==> src/rtl/hazard_controller.sv <==
// Hazard controller for the 5-stage RV32I pipeline.
// Tracks in-flight producers, raises load-use and memory-wait stalls,
// squashes on redirects and registers the operand forwarding selects.
module hazard_controller #(
    parameter int RA_W  = 5,
    parameter int CNT_W = 16
) (
    input  logic             clock,
    input  logic             reset,
    input  logic             d_valid,
    input  logic [RA_W-1:0]  d_rs1,
    input  logic [RA_W-1:0]  d_rs2,
    input  logic             d_use_rs1,
    input  logic             d_use_rs2,
    input  logic [RA_W-1:0]  d_rd,
    input  logic             d_regwen,
    input  logic             d_is_load,
    input  logic             d_is_mem,
    input  logic             ex_redirect,
    input  logic             dmem_ready,
    output logic             stall_f,
    output logic             stall_d,
    output logic             freeze,
    output logic             bubble_e,
    output logic             flush_d,
    output logic [1:0]       fwd_a,
    output logic [1:0]       fwd_b,
    output logic [CNT_W-1:0] stall_cycles,
    output logic [CNT_W-1:0] flush_count
);

    // E slot needs is_load for the load-use check; M slot needs is_mem for
    // the memory wait. The W slot is never consulted: a producer in W has
    // already been folded into the registered fwd select of its consumer,
    // so the instruction leaving M is simply dropped.
    typedef struct packed {
        logic            valid;
        logic [RA_W-1:0] rd;
        logic            regwen;
        logic            is_load;
        logic            is_mem;
    } e_slot_t;

    typedef struct packed {
        logic            valid;
        logic [RA_W-1:0] rd;
        logic            regwen;
        logic            is_mem;
    } m_slot_t;

    typedef enum logic [1:0] {
        ST_RUN,
        ST_LU_STALL,
        ST_MEM_WAIT
    } state_t;

    state_t            state_reg, state_next;
    e_slot_t           e_reg, e_next;
    m_slot_t           m_reg, m_next;
    logic [1:0]        fwd_a_reg, fwd_a_next;
    logic [1:0]        fwd_b_reg, fwd_b_next;
    logic [CNT_W-1:0]  stall_cycles_reg;
    logic [CNT_W-1:0]  flush_count_reg;
    logic              stall_inc, flush_inc;
    logic              stall_f_c, stall_d_c, freeze_c, bubble_e_c, flush_d_c;

    // A slot produces a source when it writes a non-zero register equal to it.
    function automatic logic hit(input logic valid, input logic regwen,
                                 input logic [RA_W-1:0] rd,
                                 input logic [RA_W-1:0] src,
                                 input logic use_src);
        return valid && regwen && (rd == src) && (rd != '0) && use_src;
    endfunction

    logic e_hit_rs1, e_hit_rs2, m_hit_rs1, m_hit_rs2;
    logic mem_wait, load_use;

    assign e_hit_rs1 = hit(e_reg.valid, e_reg.regwen, e_reg.rd, d_rs1, d_use_rs1);
    assign e_hit_rs2 = hit(e_reg.valid, e_reg.regwen, e_reg.rd, d_rs2, d_use_rs2);
    assign m_hit_rs1 = hit(m_reg.valid, m_reg.regwen, m_reg.rd, d_rs1, d_use_rs1);
    assign m_hit_rs2 = hit(m_reg.valid, m_reg.regwen, m_reg.rd, d_rs2, d_use_rs2);

    assign mem_wait = m_reg.valid && m_reg.is_mem && !dmem_ready;
    // Right after a load-use bubble E holds that bubble, so no second stall.
    assign load_use = d_valid && e_reg.valid && e_reg.is_load &&
                      (e_hit_rs1 || e_hit_rs2) && (state_reg != ST_LU_STALL);

    // Prioritised hazard resolution: memory wait, redirect, load-use, issue.
    always_comb begin
        state_next = ST_RUN;
        e_next     = e_reg;
        m_next     = m_reg;
        fwd_a_next = fwd_a_reg;
        fwd_b_next = fwd_b_reg;
        stall_inc  = 1'b0;
        flush_inc  = 1'b0;
        stall_f_c  = 1'b0;
        stall_d_c  = 1'b0;
        freeze_c   = 1'b0;
        bubble_e_c = 1'b0;
        flush_d_c  = 1'b0;
        if (mem_wait) begin
            freeze_c   = 1'b1;
            stall_f_c  = 1'b1;
            stall_d_c  = 1'b1;
            stall_inc  = 1'b1;
            state_next = ST_MEM_WAIT;
        end else begin
            m_next = '{valid: e_reg.valid, rd: e_reg.rd,
                       regwen: e_reg.regwen, is_mem: e_reg.is_mem};
            if (ex_redirect) begin
                flush_d_c  = 1'b1;
                bubble_e_c = 1'b1;
                flush_inc  = 1'b1;
                e_next     = '0;
                fwd_a_next = 2'b00;
                fwd_b_next = 2'b00;
            end else if (load_use) begin
                stall_f_c  = 1'b1;
                stall_d_c  = 1'b1;
                bubble_e_c = 1'b1;
                stall_inc  = 1'b1;
                e_next     = '0;
                fwd_a_next = 2'b00;
                fwd_b_next = 2'b00;
                state_next = ST_LU_STALL;
            end else begin
                e_next = '{valid: d_valid, rd: d_rd, regwen: d_regwen,
                           is_load: d_is_load, is_mem: d_is_mem};
                // Youngest producer wins; a decode bubble carries no operands.
                fwd_a_next = !d_valid ? 2'b00 : e_hit_rs1 ? 2'b01 :
                             m_hit_rs1 ? 2'b10 : 2'b00;
                fwd_b_next = !d_valid ? 2'b00 : e_hit_rs2 ? 2'b01 :
                             m_hit_rs2 ? 2'b10 : 2'b00;
            end
        end
    end

    // Pipeline state, scoreboard slots and forwarding selects.
    always_ff @(posedge clock or negedge reset) begin
        if (!reset) begin
            state_reg <= ST_RUN;
            e_reg     <= '0;
            m_reg     <= '0;
            fwd_a_reg <= 2'b00;
            fwd_b_reg <= 2'b00;
        end else begin
            state_reg <= state_next;
            e_reg     <= e_next;
            m_reg     <= m_next;
            fwd_a_reg <= fwd_a_next;
            fwd_b_reg <= fwd_b_next;
        end
    end

    // Saturating performance counters.
    always_ff @(posedge clock or negedge reset) begin
        if (!reset) begin
            stall_cycles_reg <= '0;
            flush_count_reg  <= '0;
        end else begin
            if (stall_inc && (stall_cycles_reg != '1))
                stall_cycles_reg <= stall_cycles_reg + 1'b1;
            if (flush_inc && (flush_count_reg != '1))
                flush_count_reg <= flush_count_reg + 1'b1;
        end
    end

    // Control outputs are quiet while reset is held, whatever E presents.
    assign stall_f      = reset & stall_f_c;
    assign stall_d      = reset & stall_d_c;
    assign freeze       = reset & freeze_c;
    assign bubble_e     = reset & bubble_e_c;
    assign flush_d      = reset & flush_d_c;
    assign fwd_a        = fwd_a_reg;
    assign fwd_b        = fwd_b_reg;
    assign stall_cycles = stall_cycles_reg;
    assign flush_count  = flush_count_reg;

endmodule

==> config.mk <==
export PLATFORM = sky130hd
export DESIGN_NAME = hazard_controller
export DESIGN_NICKNAME = d
export VERILOG_FILES = /design/src/rtl/hazard_controller.sv
export SDC_FILE = /design/constraint.sdc
export NUM_CORES = 1
export LEC_CHECK = 0
export ABC_AREA = 1
export CORE_MARGIN = 2
export CORE_UTILIZATION = 45
export CTS_BUF_LIST = sky130_fd_sc_hd__clkbuf_8
export CTS_CLUSTER_SIZE = 12
export DETAILED_ROUTE_END_ITERATION = 7
export GPL_TIMING_DRIVEN = 0
export PLACE_DENSITY = 0.72
export SYNTH_ARGS = -nofsm -noshare
export SYNTH_HDL_FRONTEND = slang
export SYNTH_SLANG_ARGS = --single-unit
==> constraint.sdc <==
create_clock -name clock -period 2.2 [get_ports clock]
set_clock_uncertainty 0.2 [all_clocks]
set_input_delay 0.22 -clock clock [delete_from_list [all_inputs] [get_ports clock]]
set_output_delay 0.22 -clock clock [all_outputs]
set_load 0.03 [all_outputs]
==> impl_summary.log, run 1 <==
INFO  metric htree_num_levels = 2
INFO  metric place.gp.congestion = ~0.85
INFO  metric multi_input_comb_area = 1520 sq um
INFO  metric numClockSinks = 55
INFO  metric yosysWarningCount = 0
INFO  metric highest-signal-layer = met4
INFO  metric wl_met3 = 350 um
INFO  metric p_seq_share = 46.2%
INFO  metric slew_headroom = 68.7%
INFO  metric area_delta_synth_final = 33.9%
INFO  metric internal_cell_power = ~0.0018 W
INFO  metric worstPathMaxFanout = 3
INFO  metric run_status = finished, violations left
INFO  metric avgSynthCellArea = 7.73 sq um
INFO  metric cts_tree = yes
INFO  metric regArea = 1380 sq um
INFO  metric path_class_of_the_lowest_slack_min_delay_path = in2async
INFO  metric placeableCoreArea = 6760 sq um
INFO  metric globalRoute.totalOverflow = 0
INFO  metric synth_fp_nets = 430
INFO  metric critical_path_arrival = 1790 ps
INFO  metric sw_frac_of_total = 33.0%
INFO  metric clk_latency = just over 300 ps
INFO  metric floorplan.die.height = 87.2 um
INFO  metric final_layout_size_suffix_gt1_share = 13.7%
INFO  metric finalHoldViolCount = 0
INFO  metric half_perimeter_wire_length_after_placement = 5.23 mm
INFO  metric grt_start_max_net_pins = 32
INFO  metric synthDominantAreaCellType = sky130_fd_sc_hd__dfrtp_1
INFO  metric yosys.cell_types.count = 29
INFO  metric setup_tns = -7.97 ps
INFO  metric fmax = about 450 MHz
INFO  metric post-synth-top-area-fraction = between 40% and 50%
INFO  metric power = 0.00275 W
INFO  metric post_synth_instance_area = a little over 3000 sq um
INFO  metric critical_path_launch_point_type = register
INFO  metric worst-setup-path-type = reg2out
INFO  metric die_outline_area = about 7600 sq um
INFO  metric vias_after_detailed_routing = 2786
INFO  metric ant_nets = 0
INFO  metric i_o_pins = between 60 and 70
INFO  metric ir_drop = slightly below 700 uV
INFO  metric power.switching = between 0.0009 and 0.001 W
INFO  metric clk_root_buffer_cell = sky130_fd_sc_hd__clkbuf_8
INFO  metric maxSlewViolCount = 0
INFO  metric period_minus_slack = between 2000 and 2500 ps
INFO  metric io_buffers = between 60 and 70
INFO  metric nets = 514
INFO  metric finish.instance_area = 4170 sq um
INFO  metric grt_pass1_wl = ~12 mm
INFO  metric wl_per_cell = 12.8 um
INFO  metric drt_first_pass_iters = 4
INFO  metric dr_vias_cell = 4.90
INFO  metric chipWidth = around 87 um
INFO  metric post_synth_inst_count = around 400
INFO  metric vias_in_the_first_global_route = 2604
INFO  metric critical_path_required = approximately 1800 ps
INFO  metric fp_rows = 30
INFO  metric drc_viols = 0
INFO  metric synth.yosys.seq_area_share = between 40 and 50%
INFO  metric drv_cap = 0
INFO  metric first_iter_violations = about 110
INFO  metric power.static_leakage = 2.03 nW
INFO  metric postLayoutSetupSlackWorst = -7.97 ps
INFO  metric synthTopCellsByArea = sky130_fd_sc_hd__dfrtp_1 (44%), sky130_fd_sc_hd__nand2_1 (15%), sky130_fd_sc_hd__nor2_1 (5.1%)
INFO  metric power_density_of_the_placed_cells = 659 nW/um^2
INFO  metric grt_setup_unrepaired = true
INFO  metric yosys_register_bits = 55
INFO  metric worstMarginPinSlew = 470 ps
INFO  metric met2_wirelength = 3.28 mm
INFO  metric cts_inserted_buffers = 5
INFO  metric global_route.usage.total = about a fifth
INFO  metric cts_buffer_depth = 2
INFO  metric part_of_the_total_power_dissipated_in_the_clock_network = 25.6%
INFO  metric detail_route.wirelength = 7.28 mm
INFO  metric comb_power_share = 28.2%
INFO  metric grt_antenna_before_repair = 0
INFO  metric initial_utilization = a little under half
INFO  metric cts.clk_slew.worst_paths = 100 ps
INFO  metric diodes = 0
INFO  metric placed_cell_area = 3880 sq um
INFO  metric m1WireLength = around 3.5 mm
INFO  metric failing_checks = negative setup slack
INFO  metric cp-end-kind = primary output
INFO  metric share_of_the_cycle_needed_by_the_critical_path_after_routing = 100%
INFO  metric fillCellCount = 625
INFO  metric timing.final.setup_violations = 1
cells in the final DEF (no fill, tap or decap), drive strengths merged:
master / n
nand2: 141
clkdlybuf4s50: 59
dfrtp: 55
nor2: 48
inv: 47
nand3: 34
buf: 22
xnor2: 18
xor2: 14
o21ai: 11
clkbuf: 10
o22ai: 6
nand4: 6
nor3: 4
a21oi: 3
nor4: 2
o211ai: 2
ha: 2
or2: 1
clkinv: 1
bufinv: 1
dlygate4sd2: 1
synth_stat cells (all sizes together):
cell type and count:
a21oi 3, buf 5, clkbuf 4, dfrtp 55, ha 2, inv 47, nand2 141, nand3 34
nand4 6, nor2 48, nor3 4, nor4 2, o211ai 2, o21ai 11, o22ai 6, or2 1
xnor2 18, xor2 14
cells by family (layout without fill, tap and decap cells):
| kind of cell | Yosys count | count (layout) | synth area share (%) |
|---|---|---|---|
| AND/OR/NAND/NOR | 236 | 236 | 34.5 |
| flip-flops | 55 | 55 | 44.2 |
| buffers and inverters | 56 | 141 | 7.63 |
| XOR/XNOR | 32 | 32 | 9.00 |
| AO/OA/AOI/OAI | 22 | 22 | 3.94 |
| adder cells (fa/ha/maj) | 2 | 2 | 0.803 |
per-layer routing:
layer	GRT usage [%]	vias up
li1	-	1415
met1	28.0	1304
met2	32.0	59
met3	4.45	8
met4	5.59	0
met5	0	-
worst paths after layout:
kind	from	endpoint	depth (start not counted)	slack (ps)
worst max-delay path	e_reg[4]	stall_f	9	-8
worst min-delay path	reset	stall_cycles[4]	6	20
worst max register to register	stall_cycles[0]	stall_cycles[13]	9	220
worst min register to register	e_reg[0]	m_reg[0]	2	250
max in group asynchronous	reset	flush_count[4]	6	1580
min in group clock	e_reg[0]	m_reg[0]	2	250
worst max-delay path: stages, from the launching register on:
cell,delay [ps]
sky130_fd_sc_hd__dfrtp_1,430
sky130_fd_sc_hd__xnor2_1,180
sky130_fd_sc_hd__nand2_1,80
sky130_fd_sc_hd__nor2_2,130
sky130_fd_sc_hd__nand2_2,80
sky130_fd_sc_hd__nand2_4,90
sky130_fd_sc_hd__nand3_4,80
sky130_fd_sc_hd__a21oi_2,160
sky130_fd_sc_hd__buf_4,130
sky130_fd_sc_hd__buf_6,120
power by group through the flow:
stage / Sequential (W) / Combinational (W) / Clock [W]
after floorplan: 0.00144 / 0.000255 / 0
after global placement: 0.00128 / 0.000734 / 0
after detailed placement: 0.00129 / 0.000748 / 0
after CTS: 0.00127 / 0.000784 / 0.000722
after global routing: 0.00129 / 0.000848 / 0.000761
final: 0.00127 / 0.000777 / 0.000704
metrics by stage:
stage / util (%) / setup WS, ps / hold slack [ps] / std cells
floorplan: - / 19.4 / -276 / 403
global placement: 57.2 / -2260 / 230 / 548
detailed placement: 57.4 / -731 / 85.2 / 549
CTS: 61.4 / -17.8 / 18.7 / 564
global route: 61.7 / -138 / 18.6 / 568
finish: 61.7 / -7.97 / 17.1 / 568
what timing repair did:
item | CTS | global route
pin swaps | 2 | 4
hold endpoints to repair | 55 | 0
resized for setup | 27 | 1
setup buffers | 2 | 4
setup endpoints to repair | 5 | 4
hold buffers | 6 | 0
area by class of cell:
class                           instances  share of cell area (%)
Tap cell                               80                    2.40
Sequential cell                        55                    33.0
Clock inverter                          2                   0.840
Inverter                               47                    4.23
Clock buffer                            6                    1.98
Multi-Input combinational cell        292                    36.5
Timing Repair Buffer                   78                    19.7
Buffer                                  8                    1.38
Note: power is estimated with default switching activity, not from simulation.
==> inputs of run 2 (changes only) <==
--- a/config.mk
+++ b/config.mk
@@ -7,12 +7,12 @@
 export LEC_CHECK = 0
 export ABC_AREA = 1
 export CORE_MARGIN = 2
-export CORE_UTILIZATION = 45
+export CORE_UTILIZATION = 53
 export CTS_BUF_LIST = sky130_fd_sc_hd__clkbuf_8
 export CTS_CLUSTER_SIZE = 12
 export DETAILED_ROUTE_END_ITERATION = 7
 export GPL_TIMING_DRIVEN = 0
-export PLACE_DENSITY = 0.72
+export PLACE_DENSITY = 0.83
 export SYNTH_ARGS = -nofsm -noshare
 export SYNTH_HDL_FRONTEND = slang
 export SYNTH_SLANG_ARGS = --single-unit
==> run 2 against run 1 <==
  * The run still ends with negative setup slack left
  * Critical path depth rose by 3
  * Global-route usage increased by 3.1 points
  * Setup slack worse by 62 ps
  * First-iteration DRC count increased by 47%
  * Power increased by 2.7%
==> impl_summary.log, run 2 (synthesized netlist as in run 1, its figures left out) <==
INFO  metric placeableCoreArea = 5610 sq um (was 6760 sq um)
INFO  metric dp_worst_setup_slack = -699 ps (was -731 ps)
INFO  metric final_layout_size_suffix_gt1_share = 13.6% (was 13.7%)
INFO  metric period_minus_slack = 2270 ps (was 2210 ps)
INFO  metric drc_viols = 0 (unchanged)
INFO  metric p_seq_share = 44.8% (was 46.2%)
INFO  metric layout_commonest_cell = sky130_fd_sc_hd__nand2_1 (unchanged)
INFO  metric i_o_pins = 66 (unchanged)
INFO  metric finalHoldViolCount = 0 (unchanged)
INFO  metric timing.rr.end = stall_cycles[2] (was stall_cycles[13])
INFO  metric diodes = 0 (unchanged)
INFO  metric worstMarginPinSlew = 974 ps (was 470 ps)
INFO  metric cp_cell_sequence = inv_2, nand2_1, nand2_2, nand2_2, nor2_2, nand2_2, nand2_4, nand3_4, nand2_4, nand2_1, nor2_1, buf_4 (was xnor2_1, nand2_1, nor2_2, nand2_2, nand2_4, nand3_4, a21oi_2, buf_4, buf_6)
INFO  metric numClockSinks = 55 (unchanged)
INFO  metric critical_path_arrival = 1850 ps (was 1790 ps)
INFO  metric nets = 513 (was 514)
INFO  metric path_class_of_the_lowest_slack_min_delay_path = in2async (unchanged)
INFO  metric crit_family = simple AND/OR/NAND/NOR gates (unchanged)
INFO  metric crit_path_start = e_reg[5] (was e_reg[4])
INFO  metric grt-busiest-layer = met2 (unchanged)
INFO  metric gr-usage-met3 = 4.49% (was 4.45%)
INFO  metric timing.final.setup_violations = 3 (was 1)
INFO  metric global_route.usage.total = 23.3% (was 20.2%)
INFO  metric regArea = 1380 sq um (unchanged)
INFO  metric cts.clk_slew.worst_paths = 100 ps (about the same)
INFO  metric cts_tree = yes (unchanged)
INFO  metric most-common-layout-cells = sky130_fd_sc_hd__nand2_1 (125), sky130_fd_sc_hd__clkdlybuf4s50_1 (59), sky130_fd_sc_hd__dfrtp_1 (55) (was sky130_fd_sc_hd__nand2_1 (127), sky130_fd_sc_hd__clkdlybuf4s50_1 (59), sky130_fd_sc_hd__dfrtp_1 (55))
INFO  metric global_route.usage.met1 = 31.8% (was 28.0%)
INFO  metric vias_in_the_first_global_route = 2728 (was 2604)
INFO  metric part_of_the_total_power_dissipated_in_the_clock_network = 27.7% (was 25.6%)
INFO  metric die_outline_area = 6510 sq um (was 7600 sq um)
INFO  metric internal_cell_power = 0.00191 W (was 0.00184 W)
INFO  metric postLayoutSetupSlackWorst = -70.0 ps (was -7.97 ps)
INFO  metric grt_start_max_net_pins = 36 (was 32)
INFO  metric fillCellCount = 450 (was 625)
INFO  metric sw_frac_of_total = 32.2% (was 33.0%)
INFO  metric worst_reg2reg_path_startpoint = stall_cycles[0] (unchanged)
INFO  metric cts_buffer_depth = 2 (unchanged)
INFO  metric globalRoute.totalOverflow = 0 (unchanged)
INFO  metric fmax = 441 MHz (was 453 MHz)
INFO  metric io_buffers = 65 (unchanged)
INFO  metric dr_vias_cell = 5.07 (was 4.90)
INFO  metric multi_input_comb_area = 1530 sq um (was 1520 sq um)
INFO  metric rrSetupSlack = 230 ps (was 220 ps)
INFO  metric drt_first_pass_iters = 4 (unchanged)
INFO  metric slew_headroom = 34.9% (was 68.7%)
INFO  metric htree_num_levels = 2 (unchanged)
INFO  metric ir_drop = 779 uV (was 681 uV)
INFO  metric wl_per_cell = 12.9 um (was 12.8 um)
INFO  metric grt_setup_unrepaired = true (unchanged)
INFO  metric half_perimeter_wire_length_after_placement = 5.18 mm (was 5.23 mm)
INFO  metric first_iter_violations = 157 (was 107)
INFO  metric crit_path_max_incr_delay = 420 ps (was 430 ps)
INFO  metric grt_pass1_wl = 11.9 mm (was 12.0 mm)
INFO  metric comb_power_share = 27.4% (was 28.2%)
INFO  metric power.switching = 0.000911 W (was 0.000907 W)
INFO  metric cts_inserted_buffers = 5 (unchanged)
INFO  metric vias_after_detailed_routing = 2833 (was 2786)
INFO  metric cp_common_cell = sky130_fd_sc_hd__nand2_2
INFO  metric power_density_of_the_placed_cells = 688 nW/um^2 (was 659 nW/um^2)
INFO  metric ant_nets = 0 (unchanged)
INFO  metric crit_path_depth = 12 (was 9)
INFO  metric clk_root_buffer_cell = sky130_fd_sc_hd__clkbuf_8 (unchanged)
INFO  metric chipWidth = 80.7 um (was 87.2 um)
INFO  metric postLayoutCoreUtil = 73.2% (was 61.7%)
INFO  metric detail_route.wirelength = 7.21 mm (was 7.28 mm)
INFO  metric placed_cell_area = 3870 sq um (was 3880 sq um)
INFO  metric worst-setup-path-type = reg2out (unchanged)
INFO  metric maxSlewViolCount = 0 (unchanged)
INFO  metric grt_antenna_before_repair = 0 (unchanged)
INFO  metric area_delta_synth_final = 31.8% (was 33.9%)
INFO  metric worstPathMaxFanout = 7 (was 3)
INFO  metric cp-endpoint = bubble_e (was stall_f)
INFO  metric failing_checks = negative setup slack (unchanged)
INFO  metric finish.instance_area = 4110 sq um (was 4170 sq um)
INFO  metric initial_utilization = 55.6% (was 46.1%)
INFO  metric cp-end-kind = primary output (unchanged)
INFO  metric floorplan.die.height = 80.7 um (was 87.2 um)
INFO  metric run_status = finished, violations left (unchanged)
INFO  metric groute.layer.met2.usage = 38.0% (was 32.0%)
INFO  metric critical-path-slowest-cell = sky130_fd_sc_hd__dfrtp_1 (unchanged)
INFO  metric place.gp.congestion = 0.875 (was 0.853)
INFO  metric critical_path_required = 1780 ps (about the same)
INFO  metric power.static_leakage = 2.00 nW (was 2.03 nW)
INFO  metric share_of_the_cycle_needed_by_the_critical_path_after_routing = 103% (was 100%)
INFO  metric timing.critical_path.buf_inv = 2 (unchanged)
INFO  metric r2r_cells = 9 (unchanged)
INFO  metric clk_latency = 310 ps (about the same)
INFO  metric critical_path_launch_point_type = register (unchanged)
INFO  metric drv_cap = 0 (unchanged)
INFO  metric fp_rows = 27 (was 30)
INFO  metric power = 0.00282 W (was 0.00275 W)
run 2: worst register-to-register path, cell delays in order (launching register included):
cell                      delay [ps]
sky130_fd_sc_hd__dfrtp_1         450
sky130_fd_sc_hd__ha_1            250
sky130_fd_sc_hd__nand3_2         120
sky130_fd_sc_hd__nor2_4          170
sky130_fd_sc_hd__nand2_4          80
sky130_fd_sc_hd__nor2_4          110
sky130_fd_sc_hd__nand4_4         110
sky130_fd_sc_hd__buf_2           220
sky130_fd_sc_hd__nand3_1         100
sky130_fd_sc_hd__nand2_1          60
run 2: worst min-delay path by stage:
| stage | startpoint | endpoint | slack, ps | depth (start not counted) |
|---|---|---|---|---|
| after floorplan | reset | e_reg[0] | -280 | 0 |
| after global placement | e_reg[0] | m_reg[0] | 230 | 2 |
| after detailed placement | reset | flush_count[11] | 30 | 1 |
| after CTS | reset | fwd_b[1] | 240 | 3 |
| after global routing | reset | m_reg[7] | 260 | 3 |
| final | reset | flush_count[15] | 240 | 3 |
run 2: layer usage:
metal	routed length (um)	vias up
li1	-	1416
met3	407	6
met5	0	-
met4	59	0
met1	3220	1333
met2	3530	78
run 2: area by class of cell:
type / instances / share of cell area (%)
sequential: 55 / 33.5
clock buffer: 5 / 1.68
inverter: 47 / 4.30
timing repair buffer: 77 / 18.0
tap: 72 / 2.19
buffer: 8 / 1.40
clock inverter: 3 / 1.55
multi-input combinational: 292 / 37.3
run 2: repair_timing:
item | 4_1_cts | 5_1_grt
pin swaps | 1 | 7
setup endpoints to repair | 5 | 5
endpoints found under the hold margin | 21 | 0
gates resized for setup | 24 | 9
hold buffers | 2 | 0
setup buffers | 1 | 8
run 2: power by group through the flow:
stage               clock, W  sequential [W]  combinational [W]
finish              0.000783         0.00127           0.000775
detailed placement         0         0.00129           0.000752
global placement           0         0.00128           0.000732
CTS                 0.000795         0.00127           0.000765
floorplan                  0         0.00144           0.000255
global route        0.000834         0.00129           0.000842
run 2: metrics by stage:
step	setup TNS (ps)	instances	hold WS [ps]
after global routing	-453	559	256
after floorplan	0	403	-276
after CTS	-191	551	239
after global placement	-64730	540	231
after detailed placement	-2330	541	32.7
final	-153	559	237
